`src/rtl/uart_pkg.sv`:
```
// rtl/uart_pkg.sv - shared UART types, constants and baud helper (UART_TX_PARITY_EN selects the state set)
package uart_pkg;

    localparam int   UART_DATA_BITS  = 8;
    localparam logic UART_IDLE_LEVEL = 1'b1;

`ifdef UART_TX_PARITY_EN
    typedef enum logic [2:0] {
        ST_IDLE,
        ST_START,
        ST_DATA,
        ST_PARITY,
        ST_STOP
    } uart_state_e;
`else
    typedef enum logic [1:0] {
        ST_IDLE,
        ST_START,
        ST_DATA,
        ST_STOP
    } uart_state_e;
`endif

    function automatic int clks_per_bit(input int freq, input int baud);
        return freq / baud;
    endfunction

endpackage

```
`src/rtl/uart_baud_gen.sv`:
```
// rtl/uart_baud_gen.sv - bit-period counter with synchronous restart and end-of-period tick
module uart_baud_gen #(
    parameter int CLKS_PER_BIT = 868
) (
    input  logic clk,
    input  logic reset_n,
    input  logic restart,
    output logic bit_tick
);

    localparam int            CW   = $clog2(CLKS_PER_BIT);
    localparam logic [CW-1:0] LAST = CW'(CLKS_PER_BIT - 1);

    logic [CW-1:0] cnt_q;
    logic [CW-1:0] cnt_d;

    always_comb begin
        cnt_d = cnt_q + 1'b1;
        if (restart || (cnt_q == LAST)) begin
            cnt_d = '0;
        end
    end

    always_ff @(posedge clk or negedge reset_n) begin
        if (!reset_n) begin
            cnt_q <= '0;
        end else begin
            cnt_q <= cnt_d;
        end
    end

    assign bit_tick = (cnt_q == LAST);

endmodule

```
`src/rtl/uart_tx.sv`:
```
// rtl/uart_tx.sv - byte-serial 8N1 UART transmitter; define UART_TX_PARITY_EN for an 8E1 frame
import uart_pkg::*;

module uart_tx #(
    parameter int CLK_FREQ_HZ = 100_000_000,
    parameter int BAUD        = 115_200
) (
    input  logic       clk,
    input  logic       reset_n,
    input  logic [7:0] tx_data,
    input  logic       tx_valid,
    output logic       tx_done,
    output logic       uart_txd
);

    localparam int          CLKS_PER_BIT = clks_per_bit(CLK_FREQ_HZ, BAUD);
    localparam logic [2:0]  LAST_BIT     = 3'(UART_DATA_BITS - 1);

    if (CLKS_PER_BIT < 2) begin : g_bad_cfg
        $error("uart_tx: CLKS_PER_BIT must be at least 2");
    end

    uart_state_e                 state_q, state_d;
    logic [UART_DATA_BITS-1:0]   shift_q, shift_d;
    logic [2:0]                  bit_idx_q, bit_idx_d;
    logic                        txd_q, txd_d;
    logic                        done_q, done_d;
`ifdef UART_TX_PARITY_EN
    logic                        parity_q, parity_d;
`endif

    logic bit_tick;

    // Holding the counter in restart while idle puts it at 0 on the accept edge;
    // every later transition lands on a tick, where the counter wraps to 0 itself.
    uart_baud_gen #(
        .CLKS_PER_BIT(CLKS_PER_BIT)
    ) u_baud_gen (
        .clk     (clk),
        .reset_n (reset_n),
        .restart (state_q == ST_IDLE),
        .bit_tick(bit_tick)
    );

    always_comb begin
        state_d   = state_q;
        shift_d   = shift_q;
        bit_idx_d = bit_idx_q;
        txd_d     = txd_q;
        done_d    = done_q;
`ifdef UART_TX_PARITY_EN
        parity_d  = parity_q;
`endif
        case (state_q)
            ST_IDLE: begin
                txd_d  = UART_IDLE_LEVEL;
                done_d = 1'b1;
                if (tx_valid && done_q) begin
                    shift_d   = tx_data;
                    bit_idx_d = '0;
                    txd_d     = 1'b0;
                    done_d    = 1'b0;
                    state_d   = ST_START;
`ifdef UART_TX_PARITY_EN
                    parity_d  = ^tx_data;
`endif
                end
            end
            ST_START: begin
                if (bit_tick) begin
                    txd_d   = shift_q[0];
                    shift_d = {1'b0, shift_q[UART_DATA_BITS-1:1]};
                    state_d = ST_DATA;
                end
            end
            ST_DATA: begin
                if (bit_tick) begin
                    if (bit_idx_q == LAST_BIT) begin
`ifdef UART_TX_PARITY_EN
                        txd_d   = parity_q;
                        state_d = ST_PARITY;
`else
                        txd_d   = UART_IDLE_LEVEL;
                        state_d = ST_STOP;
`endif
                    end else begin
                        txd_d     = shift_q[0];
                        shift_d   = {1'b0, shift_q[UART_DATA_BITS-1:1]};
                        bit_idx_d = bit_idx_q + 3'd1;
                    end
                end
            end
`ifdef UART_TX_PARITY_EN
            ST_PARITY: begin
                if (bit_tick) begin
                    txd_d   = UART_IDLE_LEVEL;
                    state_d = ST_STOP;
                end
            end
`endif
            ST_STOP: begin
                if (bit_tick) begin
                    txd_d   = UART_IDLE_LEVEL;
                    done_d  = 1'b1;
                    state_d = ST_IDLE;
                end
            end
            default: begin
                txd_d   = UART_IDLE_LEVEL;
                done_d  = 1'b1;
                state_d = ST_IDLE;
            end
        endcase
    end

    always_ff @(posedge clk or negedge reset_n) begin
        if (!reset_n) begin
            state_q   <= ST_IDLE;
            shift_q   <= '0;
            bit_idx_q <= '0;
            txd_q     <= UART_IDLE_LEVEL;
            done_q    <= 1'b1;
`ifdef UART_TX_PARITY_EN
            parity_q  <= 1'b0;
`endif
        end else begin
            state_q   <= state_d;
            shift_q   <= shift_d;
            bit_idx_q <= bit_idx_d;
            txd_q     <= txd_d;
            done_q    <= done_d;
`ifdef UART_TX_PARITY_EN
            parity_q  <= parity_d;
`endif
        end
    end

    assign uart_txd = txd_q;
    assign tx_done  = done_q;

endmodule
```
`config.mk`:
```
export PLATFORM = sky130hd
export DESIGN_NAME = uart_tx
export DESIGN_NICKNAME = d
export VERILOG_FILES = /design/src/rtl/uart_pkg.sv /design/src/rtl/uart_baud_gen.sv /design/src/rtl/uart_tx.sv
export SDC_FILE = /design/constraint.sdc
export NUM_CORES = 1
export LEC_CHECK = 0
export CORE_MARGIN = 3
export CORE_UTILIZATION = 55
export CTS_BUF_LIST = sky130_fd_sc_hd__clkbuf_8
export CTS_CLUSTER_DIAMETER = 60
export DETAILED_ROUTE_END_ITERATION = 10
export GPL_ROUTABILITY_DRIVEN = 0
export GPL_TIMING_DRIVEN = 0
export PLACE_DENSITY = 0.81
export REMOVE_ABC_BUFFERS = 1
export SETUP_SLACK_MARGIN = 0.5
export SKIP_CTS_REPAIR_TIMING = 1
export SLEW_MARGIN = 15
export SYNTH_ARGS = -nofsm -noshare
export SYNTH_HDL_FRONTEND = slang
export SYNTH_SLANG_ARGS = --single-unit
```
`constraint.sdc`:
```
create_clock -name clk -period 2.1 [get_ports clk]
set_input_delay 0.315 -clock clk [delete_from_list [all_inputs] [get_ports clk]]
set_output_delay 0.315 -clock clk [all_outputs]
set_load 0.1 [all_outputs]
```
==> metrics.yaml <==
outcome:
  status: "finished, final reports clean"
synth:
  ys_top_cells_by_count: "23 x dfrtp_1, 17 x mux2_2, 10 x nor2_1"
  synth_edf_count: 0
  yosysUniqueCellTypes: 31
  async_flop_share: 1.000
  yosysTopAreaCellShare: 0.4336
  ys_seq_area_frac: 0.4731
  synth-main-ff-cell: "dfrtp_1"
  synth_top_cell_by_area: "dfrtp_1"
  ys_ff_latch: 25
  synth_area_per_cell_um2: 11.54
  synthesis.yosys.warnings: 0
  syn_inst: 115
  synth.area.top_cells: "dfrtp_1 43%, mux2_2 14%, ha_1 6.6%"
  yosysMostFrequentCell: "dfrtp_1"
  syn_area_um2: 1328
routing:
  drc: 0
  drt-total-wl_um: 2524
  avgViaCountPerCell: 5.822
  post_drt_wl_per_cell_um: 15.48
  final_antenna_net_count: 0
  met3_length_um: 134
  top_layer_used: "met4"
  met2_length_um: 1267
  wl_met1_um: 1108
  first_iter_violations: 10
  vias: 949
  drtPass1Iterations: 4
pwr:
  netSwitchingFraction: 0.3942
  p_comb_frac: 0.549
  p_int_mw: 1.447
  pwr-share-seq: 0.332
  ir_drop_uv: 1116
  power_frac_clock: 0.119
  switching_power_mw: 0.9415
  power_leakage_nw: 0.6959
  power.density_nw_per_um2: 1487
floorplanning:
  start_util: 0.5888
  ios: 13
  row_count: 17
  core-area_um2: 2255
  fp.dieArea_um2: 3039
  die-width_um: 55.13
  die_h_um: 55.13
setup_path:
  startpoint_type: "flop"
  critPathArrivalTime_ns: 2.09
  path_class: "reg -> reg"
  regToRegStartpoint: "state_q[0]$_DFFE_PN0P_"
  critPathRequiredTime_ns: 2.26
  critical_path.max_fanout: 8
  end_kind: "flop"
  crit_start: "state_q[0]$_DFFE_PN0P_"
clocking:
  cts_max_path_buffers: 2
  clkTransAtPathRegs_ns: 0.09
  cts.sinks: 25
  cts-root-buf: "clkbuf_8"
  cts_made_buffers: 3
  tritoncts: "done"
  clk_latency_ns: 0.27
  h-tree-depth: 1
finish:
  area_delta_synth_final_pct: 21.02
  finish.utilization: 0.7125
  postLayoutCellArea_um2: 1607
  num-nets-final: 154
  layout.cells.non_filler: 163
  drive_gt1_frac: 0.3111
  n_antenna_cell: 0
timing:
  clock.fmax_mhz: 518.3
  slew-limit-headroom: 0.3571
  finalCriticalPeriod_ns: 1.929
  hold_violations: 0
  final.setup_skew_ns: 0.002510
  min_period_over_period: 0.9188
  maxSlewViolCount: 0
  worstMarginPinSlew_ns: 0.9628
  holdWs_ns: 0.02769
  setup_viol: 0
  rsz0062_at_grt: "true"
placed_design:
  place_area_um2: 1479
  numPortBuffers: 12
  dp_hpwl_um: 1722
  dp_cells: 154
global_routing:
  grt.total_usage: 0.1779
  grt_first_pass_wirelength_um: 3898
  grt_pass1_vias: 936
  overflow: 0
  grt_max_degree: 26
  antenna_found_initial: 0
worst_hold_path:
  hold_path.class: "in -> async"
flow_run:
  maxCapViolCount: 0
-- layout make-up --
class                   instances  area [um^2]
repair buffers                 17        153.9
clock buffers                   3        41.29
inverters                       4        15.01
fillers                       169        648.1
flip-flops and latches         25        631.9
clock inverters                 1        3.754
multi-input cells              85        725.7
well taps                      28        35.03
-- power groups by stage --
stage / clock network (mW) / registers, mW / logic (mW)
after floorplan: 0 / 0.895 / 0.841
after global placement: 0 / 0.770 / 1.13
after detailed placement: 0 / 0.788 / 1.19
after CTS: 0.284 / 0.781 / 1.20
after global routing: 0.309 / 0.814 / 1.43
final: 0.284 / 0.793 / 1.31
-- sequential cells by signal (all words and copies together) (netlist names) --
signal	flops
u_baud_gen.cnt_q	10
shift_q	8
bit_idx_q	3
state_q	2
tx_done	1
uart_txd	1
-- final timing paths --
check | end | slack, ns | cells after the start
max in group asynchronous | state_q[1]$_DFFE_PN0P_ | 1.67 | 1
worst min-delay path | u_baud_gen.cnt_q[8]$_DFF_PN0_ | 0.03 | 1
worst min register to register | uart_txd$_DFFE_PN1P_ | 0.47 | 2
min in group clk | uart_txd$_DFFE_PN1P_ | 0.47 | 2
worst max-delay path | shift_q[2]$_DFFE_PN0P_ | 0.17 | 7
worst max register to register | shift_q[2]$_DFFE_PN0P_ | 0.17 | 7
-- worst max-delay path, stage by stage (launching register included) --
cell and delay [ns]:
dfrtp_1 0.42, inv_1 0.12, ha_4 0.21, nor2_1 0.17, a31oi_2 0.08, a2111oi_4 0.30, buf_6 0.19, mux2_2 0.34
-- logic make-up (layout without fill, tap and decap cells) --
family,count (synthesis),after routing,synth area share
flops,25,25,0.4731
simple gates,39,39,0.1612
fa+ha+maj,7,7,0.06597
compound gates,16,16,0.1018
xor+xnor,6,6,0.03959
mux,17,17,0.1442
buf+inv,5,25,0.01413
-- metrics by stage --
| step | TNS, ns | total power [mW] | setup slack (ns) |
|---|---|---|---|
| 2_1_floorplan | -0.3201 | 1.736 | -0.04001 |
| 3_3_place_gp | 0 | 1.900 | 0.03261 |
| 3_5_place_dp | -0.1927 | 1.980 | -0.03385 |
| 4_1_cts | -0.7237 | 2.262 | -0.1795 |
| 5_1_grt | 0 | 2.557 | 0.09321 |
| 6_report | 0 | 2.388 | 0.1706 |
-- layer usage --
layer  global-route usage  vias to the layer above
met5                    0                        -
met4              0.06478                        0
met3              0.02681                        2
met2               0.3150                       25
met1               0.2173                      465
li1                     -                      457
-- cell usage in the layout (no fill, tap or decap), types with 2 or more instances in the layout --
cell type and count:
or3_1 2, a22o_1 2, buf_4 4, mux2_2 17, dfrtp_1 20, nand2_1 5, dfrtp_2 3, ha_1 4
clkbuf_8 3, dfstp_2 2, a31oi_1 3, clkdlybuf4s50_1 9, nor2b_1 4, nor3_1 5, ha_2 2, inv_1 5
nand3_1 5, xor2_1 3, a21oi_1 2, nor2_1 10, nand4_1 2, xnor2_1 3
Note: power is estimated with default switching activity, not from simulation.
